[src/rtl/slice_scheduler_pkg.sv]
// Shared definitions for the slice scheduler: FSM state encoding and a
// width helper for the grant index.
package slice_scheduler_pkg;

    typedef enum logic [1:0] {
        S_IDLE  = 2'd0,
        S_GRANT = 2'd1,
        S_GAP   = 2'd2
    } state_e;

    // Ceiling log2, used to size the grant index from the requester count
    function automatic int unsigned sched_clog2(input int unsigned v);
        int unsigned r;
        r = 0;
        for (int unsigned i = 0; i < 32; i++) begin
            if ((32'd1 << i) < v) r = i + 1;
        end
        return r;
    endfunction

endpackage

[src/rtl/slice_scheduler_timer.sv]
// Slice timer: loadable up-counter that measures the current grant and
// flags its last permitted cycle.
module slice_timer #(
    parameter int unsigned N = 4
) (
    input  logic         clk,
    input  logic         rst,
    input  logic         load,
    input  logic         clear,
    input  logic         inc,
    input  logic [N-1:0] len,
    output logic [N-1:0] cnt,
    output logic         terminal
);

    logic [N-1:0] limit;

    // Load starts a new slice; a zero length is promoted to one cycle
    always_ff @(posedge clk or posedge rst) begin
        if (rst) begin
            cnt   <= '0;
            limit <= N'(1);
        end else if (load) begin
            cnt   <= '0;
            limit <= (len == '0) ? N'(1) : len;
        end else if (clear) begin
            cnt   <= '0;
        end else if (inc) begin
            cnt   <= cnt + N'(1);
        end
    end

    assign terminal = (cnt == (limit - N'(1)));

endmodule

[src/rtl/slice_scheduler.sv]
// Round-robin time-slice scheduler: grants one requester at a time for at
// most slice_len cycles, with a one-cycle dead gap between grants.
module slice_scheduler
    import slice_scheduler_pkg::*;
#(
    parameter  int unsigned NREQ = 4,
    parameter  int unsigned N    = 4,
    localparam int unsigned IDW  = sched_clog2(NREQ)
) (
    input  logic            clk,
    input  logic            rst,
    input  logic [NREQ-1:0] req,
    input  logic [NREQ-1:0] done,
    input  logic [N-1:0]    slice_len,
    output logic [NREQ-1:0] gnt,
    output logic [IDW-1:0]  gnt_id,
    output logic            busy,
    output logic [N-1:0]    slice_cnt,
    output logic            expire
);

    state_e          state, state_d;
    logic [NREQ-1:0] gnt_d;
    logic [IDW-1:0]  id_d;
    logic            busy_d;
    logic            expire_d;
    logic [IDW-1:0]  last_id, last_d;
    logic            found;
    logic [IDW-1:0]  win;
    logic            early;
    logic            terminal;
    logic            tload, tclr, tinc;

    slice_timer #(.N(N)) u_timer (
        .clk      (clk),
        .rst      (rst),
        .load     (tload),
        .clear    (tclr),
        .inc      (tinc),
        .len      (slice_len),
        .cnt      (slice_cnt),
        .terminal (terminal)
    );

    // Round-robin pick: first set request after the last owner, wrapping
    always_comb begin
        int unsigned    idx;
        logic [IDW-1:0] cand;
        idx   = 0;
        cand  = '0;
        found = 1'b0;
        win   = '0;
        for (int unsigned i = 1; i <= NREQ; i++) begin
            idx = 32'(last_id) + i;
            if (idx >= NREQ) idx = idx - NREQ;
            cand = IDW'(idx);
            if (!found && req[cand]) begin
                found = 1'b1;
                win   = cand;
            end
        end
    end

    assign early = done[gnt_id] | ~req[gnt_id];

    always_ff @(posedge clk or posedge rst) begin
        if (rst) begin
            state   <= S_IDLE;
            gnt     <= '0;
            gnt_id  <= '0;
            busy    <= 1'b0;
            expire  <= 1'b0;
            last_id <= IDW'(NREQ - 1);
        end else begin
            state   <= state_d;
            gnt     <= gnt_d;
            gnt_id  <= id_d;
            busy    <= busy_d;
            expire  <= expire_d;
            last_id <= last_d;
        end
    end

    // Next state and next output values; idle and gap arbitrate identically
    always_comb begin
        state_d  = state;
        gnt_d    = gnt;
        id_d     = gnt_id;
        busy_d   = busy;
        expire_d = 1'b0;
        last_d   = last_id;
        tload    = 1'b0;
        tclr     = 1'b0;
        tinc     = 1'b0;
        case (state)
            S_IDLE, S_GAP: begin
                gnt_d   = '0;
                busy_d  = 1'b0;
                state_d = S_IDLE;
                if (found) begin
                    gnt_d   = NREQ'(1) << win;
                    id_d    = win;
                    busy_d  = 1'b1;
                    tload   = 1'b1;
                    state_d = S_GRANT;
                end
            end
            S_GRANT: begin
                if (early || terminal) begin
                    gnt_d    = '0;
                    busy_d   = 1'b0;
                    last_d   = gnt_id;
                    expire_d = terminal & ~early;
                    tclr     = 1'b1;
                    state_d  = S_GAP;
                end else begin
                    tinc = 1'b1;
                end
            end
            default: state_d = S_IDLE;
        endcase
    end

endmodule

[config.mk]
export PLATFORM = sky130hd
export DESIGN_NAME = slice_scheduler
export DESIGN_NICKNAME = d
export VERILOG_FILES = /design/src/rtl/slice_scheduler_pkg.sv /design/src/rtl/slice_scheduler_timer.sv /design/src/rtl/slice_scheduler.sv
export SDC_FILE = /design/constraint.sdc
export NUM_CORES = 1
export LEC_CHECK = 0
export CAP_MARGIN = 25
export CELL_PAD_IN_SITES_DETAIL_PLACEMENT = 1
export CELL_PAD_IN_SITES_GLOBAL_PLACEMENT = 1
export CORE_MARGIN = 5
export CORE_UTILIZATION = 36
export CTS_CLUSTER_DIAMETER = 40
export DETAILED_ROUTE_END_ITERATION = 8
export GPL_ROUTABILITY_DRIVEN = 1
export GPL_TIMING_DRIVEN = 1
export PLACE_DENSITY_LB_ADDON = 0.2
export SYNTH_ARGS = -nofsm -noshare
export SYNTH_HDL_FRONTEND = slang
export SYNTH_SLANG_ARGS = --single-unit
[constraint.sdc]
create_clock -name clk -period 2.4 [get_ports clk]
set_input_delay 0.48 -clock clk [delete_from_list [all_inputs] [get_ports clk]]
set_output_delay 0.48 -clock clk [all_outputs]
set_load 0.01 [all_outputs]
==> impl_metrics.yaml, run 1 <==
run_status:
  outcome: "complete, no violations"
global_route:
  met2_usage_pct: 24.4
  overflow: 0
  grt_max_degree: 21
  use_met3_pct: 3.50
  grt_pass1_wl_um: 4890
  busiest_layer: "met2"
  antenna_found_initial: 0
  grt_pass1_vias: 1027
  use_met1_pct: 18.2
  grt.total_usage_pct: 15.0
timing:
  setup_tns_ns: 0
  fin_crit_sh_pct: 90.8
  slew_headroom_pct: 46.7
  worst_pin_slew_ns: 0.799
  rsz0062_at_grt: "no"
  setup-violations-final: 0
  layout_min_cycle_time_ns: 2.18
  timing.final.hold_violations: 0
  whs_ns: 0.517
  max_freq_ghz: 0.459
  drv_slew: 0
  finClkSkew_ns: 0.00660
cells_and_area:
  drive_above_1_share_pct: 11.1
  multiInputGateArea_um2: 522
  utilization_pct: 50.1
  antenna_cells: 0
  nFillCells: 334
  syn2layout_area_growth_pct: 31.5
  final_cell_count_no_fill: 175
  fin_nets: 161
  regArea_um2: 504
synth:
  synthTopCellsByArea: "dfrtp_1 40%, nand2_1 8.5%, dfstp_2 7.4%"
  synth-main-ff-cell: "dfrtp_1"
  yosysWarnings: 0
  synth.cell_area_um2: 1060
  synthArstFlopShare_pct: 100
  yosys-mux-area-fraction_pct: 5.19
  synth_top_family_by_area: "simple AND/OR/NAND/NOR gates"
  yosys.cell_types.count: 31
  synth_common_cells: "24 x nand2_1, 17 x dfrtp_1, 7 x o21ai_0, 6 x inv_1, 6 x nor2_1"
  synth.avg_cell_area_um2: 9.30
  synth-simple-area-share_pct: 22.9
  synthAdderAreaFrac_pct: 2.36
  synth_xor_area_share_pct: 4.96
  ys_ff_latch: 20
  synth_compound_area_share_pct: 13.8
  netlist.area_leader.share_pct: 40.1
  synth_nets: 130
  synth.most_common_cell: "nand2_1"
  yosysTopAreaCell: "dfrtp_1"
  synth_edf_count: 0
  yosysSeqAreaShare_pct: 47.6
  synthCells: 114
placed_design:
  dp.cells: 171
  port_buffers: 25
  place.detailed.hpwl_um: 2190
  gp_congestion: 0.788
floorplanning:
  die_h_um: 64.3
  die_area_um2: 4130
  coreArea_um2: 2780
  dieWidth_um: 64.3
  io_pins: 26
  num_rows: 19
  initial_core_util_pct: 38.1
drt:
  drcViolationCount: 0
  drt_iter0_drc: 14
  drt-wirelength-per-cell_um: 16.2
  ant_nets: 0
  first_pass_iters: 4
  viasPerCell: 5.31
  via_count: 929
  wl_um: 2830
pwr:
  power_frac_clock_pct: 10.7
  seq_power_share_pct: 39.3
  internal_power_mw: 0.935
  power.switching_mw: 0.684
  total_leakage_power_nw: 0.598
  power.share.switching_pct: 42.2
  combPwrFrac_pct: 50.0
  power.density_nw_per_um2: 1160
  ir_drop_mv: 0.752
setup_path:
  cp.required_ns: 2.58
  crit_path_max_fanout: 6
  worstSetupEndpointType: "register"
  startpoint_type: "register"
  crit_type: "register to register"
  r2r_end: "gnt[0]$_DFFE_PP0P_"
  rr_worst_depth: 8
  crit_path_end: "gnt[0]$_DFFE_PP0P_"
  r2r_start: "u_timer.limit[0]$_DFFE_PP1N_"
  reg2reg_slack_ns: 0.22
  crit_arrival_ns: 2.36
  crit_start: "u_timer.limit[0]$_DFFE_PP1N_"
clock_network:
  clk_path_buf_depth: 2
  clk_latency_ns: 0.31
  hold_buffers: 0
  cts_sinks: 20
  h-tree-depth: 1
  numCtsBuffers: 3
  clock-root-buffer: "clkbuf_4"
  cts_resized: 0
  clk_pin_slew_worst_paths_ns: 0.12
  postCtsSetupBuffers: 0
  cts_tree: "yes"
hold_path:
  hold_class: "register to register"
  worstHoldStart: "u_timer.limit[3]$_DFFE_PP0N_"
run:
  maxCapViolCount: 0
## worst max-delay path, stage by stage, from the launching register on
cell	delay, ns
dfstp_2	0.58
inv_1	0.06
ha_1	0.21
xor2_1	0.17
xnor2_1	0.31
a31oi_4	0.13
buf_4	0.19
nor2_1	0.27
o21ai_0	0.15
## flip-flops by register name, summed over array words and instances, names as in the netlist
name	cells
u_timer.limit	4
gnt	4
expire	1
state	2
last_id	2
busy	1
u_timer.cnt	4
gnt_id	2
## cells by family (layout without fill, tap and decap cells)
group,count (synthesis),count (layout)
multiplexers,4,4
flip-flops,20,20
AND/OR/NAND/NOR,52,52
AO/OA/AOI/OAI,21,21
XOR/XNOR,6,6
buffers and inverters,9,39
adder cells (fa/ha/maj),2,2
## final cells by class
class	instances	area share [%]
Inverter	6	1.62
Timing Repair Buffer	29	20.1
Sequential cell	20	36.2
Multi-Input combinational cell	85	37.4
Tap cell	31	2.78
Clock buffer	4	1.89
## worst min-delay path by stage
stage,end,cells past startpoint
floorplan,busy$_DFFE_PP0P_,1
global placement,u_timer.limit[3]$_DFFE_PP0N_,2
detailed placement,u_timer.limit[3]$_DFFE_PP0N_,2
CTS,u_timer.limit[3]$_DFFE_PP0N_,2
global route,u_timer.limit[3]$_DFFE_PP0N_,2
finish,u_timer.limit[3]$_DFFE_PP0N_,2
## power groups by stage
stage	logic, mW	registers [mW]	clock network (mW)
floorplan	0.523	0.606	0
global placement	0.788	0.634	0
detailed placement	0.812	0.642	0
CTS	0.817	0.636	0.184
global route	0.890	0.665	0.201
finish	0.809	0.637	0.172
## routing by layer
metal  share of wire [%]  vias to the layer above
met5                   0                        -
met1                  46                      460
li1                    -                      452
met2                  50                       13
met3                 2.4                        4
met4                 2.0                        0
## stage by stage
| stage | cell area (um2) | setup slack (ns) | total power, mW |
|---|---|---|---|
| after floorplan | 1060 | 0.450 | 1.13 |
| after global placement | 1370 | 0.114 | 1.42 |
| after detailed placement | 1370 | 0.0237 | 1.45 |
| after CTS | 1390 | 0.204 | 1.64 |
| after global routing | 1390 | 0.0963 | 1.76 |
| final | 1390 | 0.222 | 1.62 |
## cells in the final DEF (no fill, tap or decap), types with 2 or more instances in the layout
master,synthesis,routed
clkdlybuf4s50_1,0,25
nand2_1,24,24
dfrtp_1,17,17
o21ai_0,7,7
inv_1,6,6
nor2_1,6,6
nand2b_1,5,5
a21oi_1,5,5
nand3_1,5,5
nor3_1,4,4
xnor2_1,4,4
buf_4,0,4
clkbuf_4,0,3
dfstp_2,3,3
nor4_1,2,2
xor2_1,2,2
nor2b_1,2,2
mux2_1,2,2
o22ai_1,2,2
ha_1,2,2
Power figures use the tool's default switching activity.
==> run 2: changes to the inputs <==
--- a/config.mk
+++ b/config.mk
@@ -6,15 +6,13 @@
 export NUM_CORES = 1
 export LEC_CHECK = 0
 export CAP_MARGIN = 25
-export CELL_PAD_IN_SITES_DETAIL_PLACEMENT = 1
-export CELL_PAD_IN_SITES_GLOBAL_PLACEMENT = 1
-export CORE_MARGIN = 5
-export CORE_UTILIZATION = 36
+export CORE_MARGIN = 2
+export CORE_UTILIZATION = 48
 export CTS_CLUSTER_DIAMETER = 40
 export DETAILED_ROUTE_END_ITERATION = 8
 export GPL_ROUTABILITY_DRIVEN = 1
 export GPL_TIMING_DRIVEN = 1
-export PLACE_DENSITY_LB_ADDON = 0.2
+export PLACE_DENSITY = 0.85
 export SYNTH_ARGS = -nofsm -noshare
 export SYNTH_HDL_FRONTEND = slang
 export SYNTH_SLANG_ARGS = --single-unit
==> impl_metrics.yaml, run 2 (synthesis gave the netlist of run 1 again) <==
timing:
  slew_headroom_pct: 50.0
  timing.final.hold_violations: 0
  setup_tns_ns: 0
  rsz0062_at_grt: "no"
  whs_ns: 0.519
  finClkSkew_ns: 0.00841
  worst_pin_slew_ns: 0.750
  max_freq_ghz: 0.463
  drv_slew: 0
  setup-violations-final: 0
  fin_crit_sh_pct: 90.1
  layout_min_cycle_time_ns: 2.16
pwr:
  total_leakage_power_nw: 0.616
  power.share.switching_pct: 38.6
  power_frac_clock_pct: 16.1
  internal_power_mw: 1.04
  combPwrFrac_pct: 47.0
  power.density_nw_per_um2: 1190
  seq_power_share_pct: 37.0
  power.switching_mw: 0.654
  ir_drop_mv: 0.665
drt:
  drt_iter0_drc: 20
  wl_um: 2320
  drt-wirelength-per-cell_um: 13.4
  ant_nets: 0
  via_count: 932
  viasPerCell: 5.39
  drcViolationCount: 0
  first_pass_iters: 4
clock_network:
  clock-root-buffer: "clkbuf_4"
  numCtsBuffers: 3
  h-tree-depth: 1
  clk_pin_slew_worst_paths_ns: 0.12
  hold_buffers: 0
  postCtsSetupBuffers: 0
  cts_resized: 0
  cts_sinks: 20
  clk_path_buf_depth: 2
  cts_tree: "yes"
  clk_latency_ns: 0.30
global_route:
  overflow: 0
  grt_max_degree: 21
  antenna_found_initial: 0
  grt_pass1_vias: 960
  grt_pass1_wl_um: 4140
  grt.total_usage_pct: 21.2
setup_path:
  crit_path_end: "gnt[0]$_DFFE_PP0P_"
  worstSetupEndpointType: "register"
  r2r_end: "gnt[0]$_DFFE_PP0P_"
  r2r_start: "u_timer.limit[0]$_DFFE_PP1N_"
  startpoint_type: "register"
  critical-path-slowest-cell: "dfstp_2"
  cp.required_ns: 2.58
  crit_path_max_fanout: 6
  rr_worst_depth: 8
  crit_path_max_incr_delay_ns: 0.57
  crit_chain: "inv_1 > ha_1 > xor2_1 > xnor2_1 > a31oi_4 > buf_4 > nor2_1 > o21ai_0"
  crit_type: "register to register"
  crit_arrival_ns: 2.34
  reg2reg_slack_ns: 0.24
  crit_start: "u_timer.limit[0]$_DFFE_PP1N_"
floorplanning:
  dieWidth_um: 51.0
  num_rows: 17
  initial_core_util_pct: 49.3
  die_h_um: 51.0
  io_pins: 26
  die_area_um2: 2600
  coreArea_um2: 2150
cells_and_area:
  mostFrequentLayoutCells: "25 x clkdlybuf4s50_1, 24 x nand2_1, 17 x dfrtp_1"
  antenna_cells: 0
  regArea_um2: 504
  multiInputGateArea_um2: 522
  utilization_pct: 66.3
  final_common_cell: "clkdlybuf4s50_1"
  syn2layout_area_growth_pct: 34.4
  nFillCells: 179
  design_area_um2: 1420
  fin_nets: 162
  reg_top3: "gnt (4), u_timer.cnt (4), u_timer.limit (4)"
  drive_above_1_share_pct: 12.4
placed_design:
  place_area_um2: 1370
  port_buffers: 25
  place.detailed.hpwl_um: 1760
  gp_congestion: 0.806
run:
  maxCapViolCount: 0
hold_path:
  hold_class: "register to register"
run_status:
  outcome: "complete, no violations"
## run 2: layer usage
metal | part of all wire, % | global-route usage, % | up-vias
li1 | - | - | 450
met1 | 44 | 26.9 | 453
met2 | 51 | 36.1 | 27
met3 | 4.3 | 3.51 | 2
met4 | 0.35 | 8.11 | 0
met5 | 0 | 0 | -
## run 2: power groups by stage
stage                     Clock, mW  Combinational (mW)  Sequential [mW]
after floorplan                   0               0.523            0.606
after global placement            0               0.769            0.623
after detailed placement          0               0.790            0.633
after CTS                     0.284               0.799            0.626
after global routing          0.294               0.894            0.650
final                         0.272               0.795            0.626
## run 2: cell type report
| cell class | instances | share of cell area [%] |
|---|---|---|
| Tap cell | 28 | 2.46 |
| Clock buffer | 3 | 1.58 |
| Timing Repair Buffer | 30 | 20.2 |
| Inverter | 6 | 1.58 |
| Clock inverter | 1 | 2.11 |
| Sequential cell | 20 | 35.4 |
| Multi-Input combinational cell | 85 | 36.6 |
## run 2: worst min path at each step
stage	start	to	slack, ns	cells past startpoint
floorplan	rst	busy$_DFFE_PP0P_	0.44	1
global placement	u_timer.limit[3]$_DFFE_PP0N_	u_timer.limit[3]$_DFFE_PP0N_	0.49	2
detailed placement	u_timer.limit[3]$_DFFE_PP0N_	u_timer.limit[3]$_DFFE_PP0N_	0.50	2
CTS	u_timer.limit[3]$_DFFE_PP0N_	u_timer.limit[3]$_DFFE_PP0N_	0.52	2
global route	u_timer.limit[3]$_DFFE_PP0N_	u_timer.limit[3]$_DFFE_PP0N_	0.55	2
finish	u_timer.limit[3]$_DFFE_PP0N_	u_timer.limit[3]$_DFFE_PP0N_	0.52	2
## run 2: worst max-delay path, delay by kind of cell, from the launching register on
family,cells,cell delay [ns]
AOI/OAI and AO/OA,2,0.28
and+or+nand+nor,1,0.23
xor gates and xnor gates,2,0.53
buffers and inverters,2,0.24
adders and majority gates,1,0.20
DFF,1,0.57
## run 2: metrics by stage
| step | std cells | worst slack (ns) | total power, mW |
|---|---|---|---|
| 5_1_grt | 173 | 0.0697 | 1.84 |
| 3_5_place_dp | 169 | 0.0710 | 1.42 |
| 3_3_place_gp | 169 | 0.121 | 1.39 |
| 4_1_cts | 173 | 0.248 | 1.71 |
| 6_report | 173 | 0.239 | 1.69 |
| 2_1_floorplan | 114 | 0.450 | 1.13 |
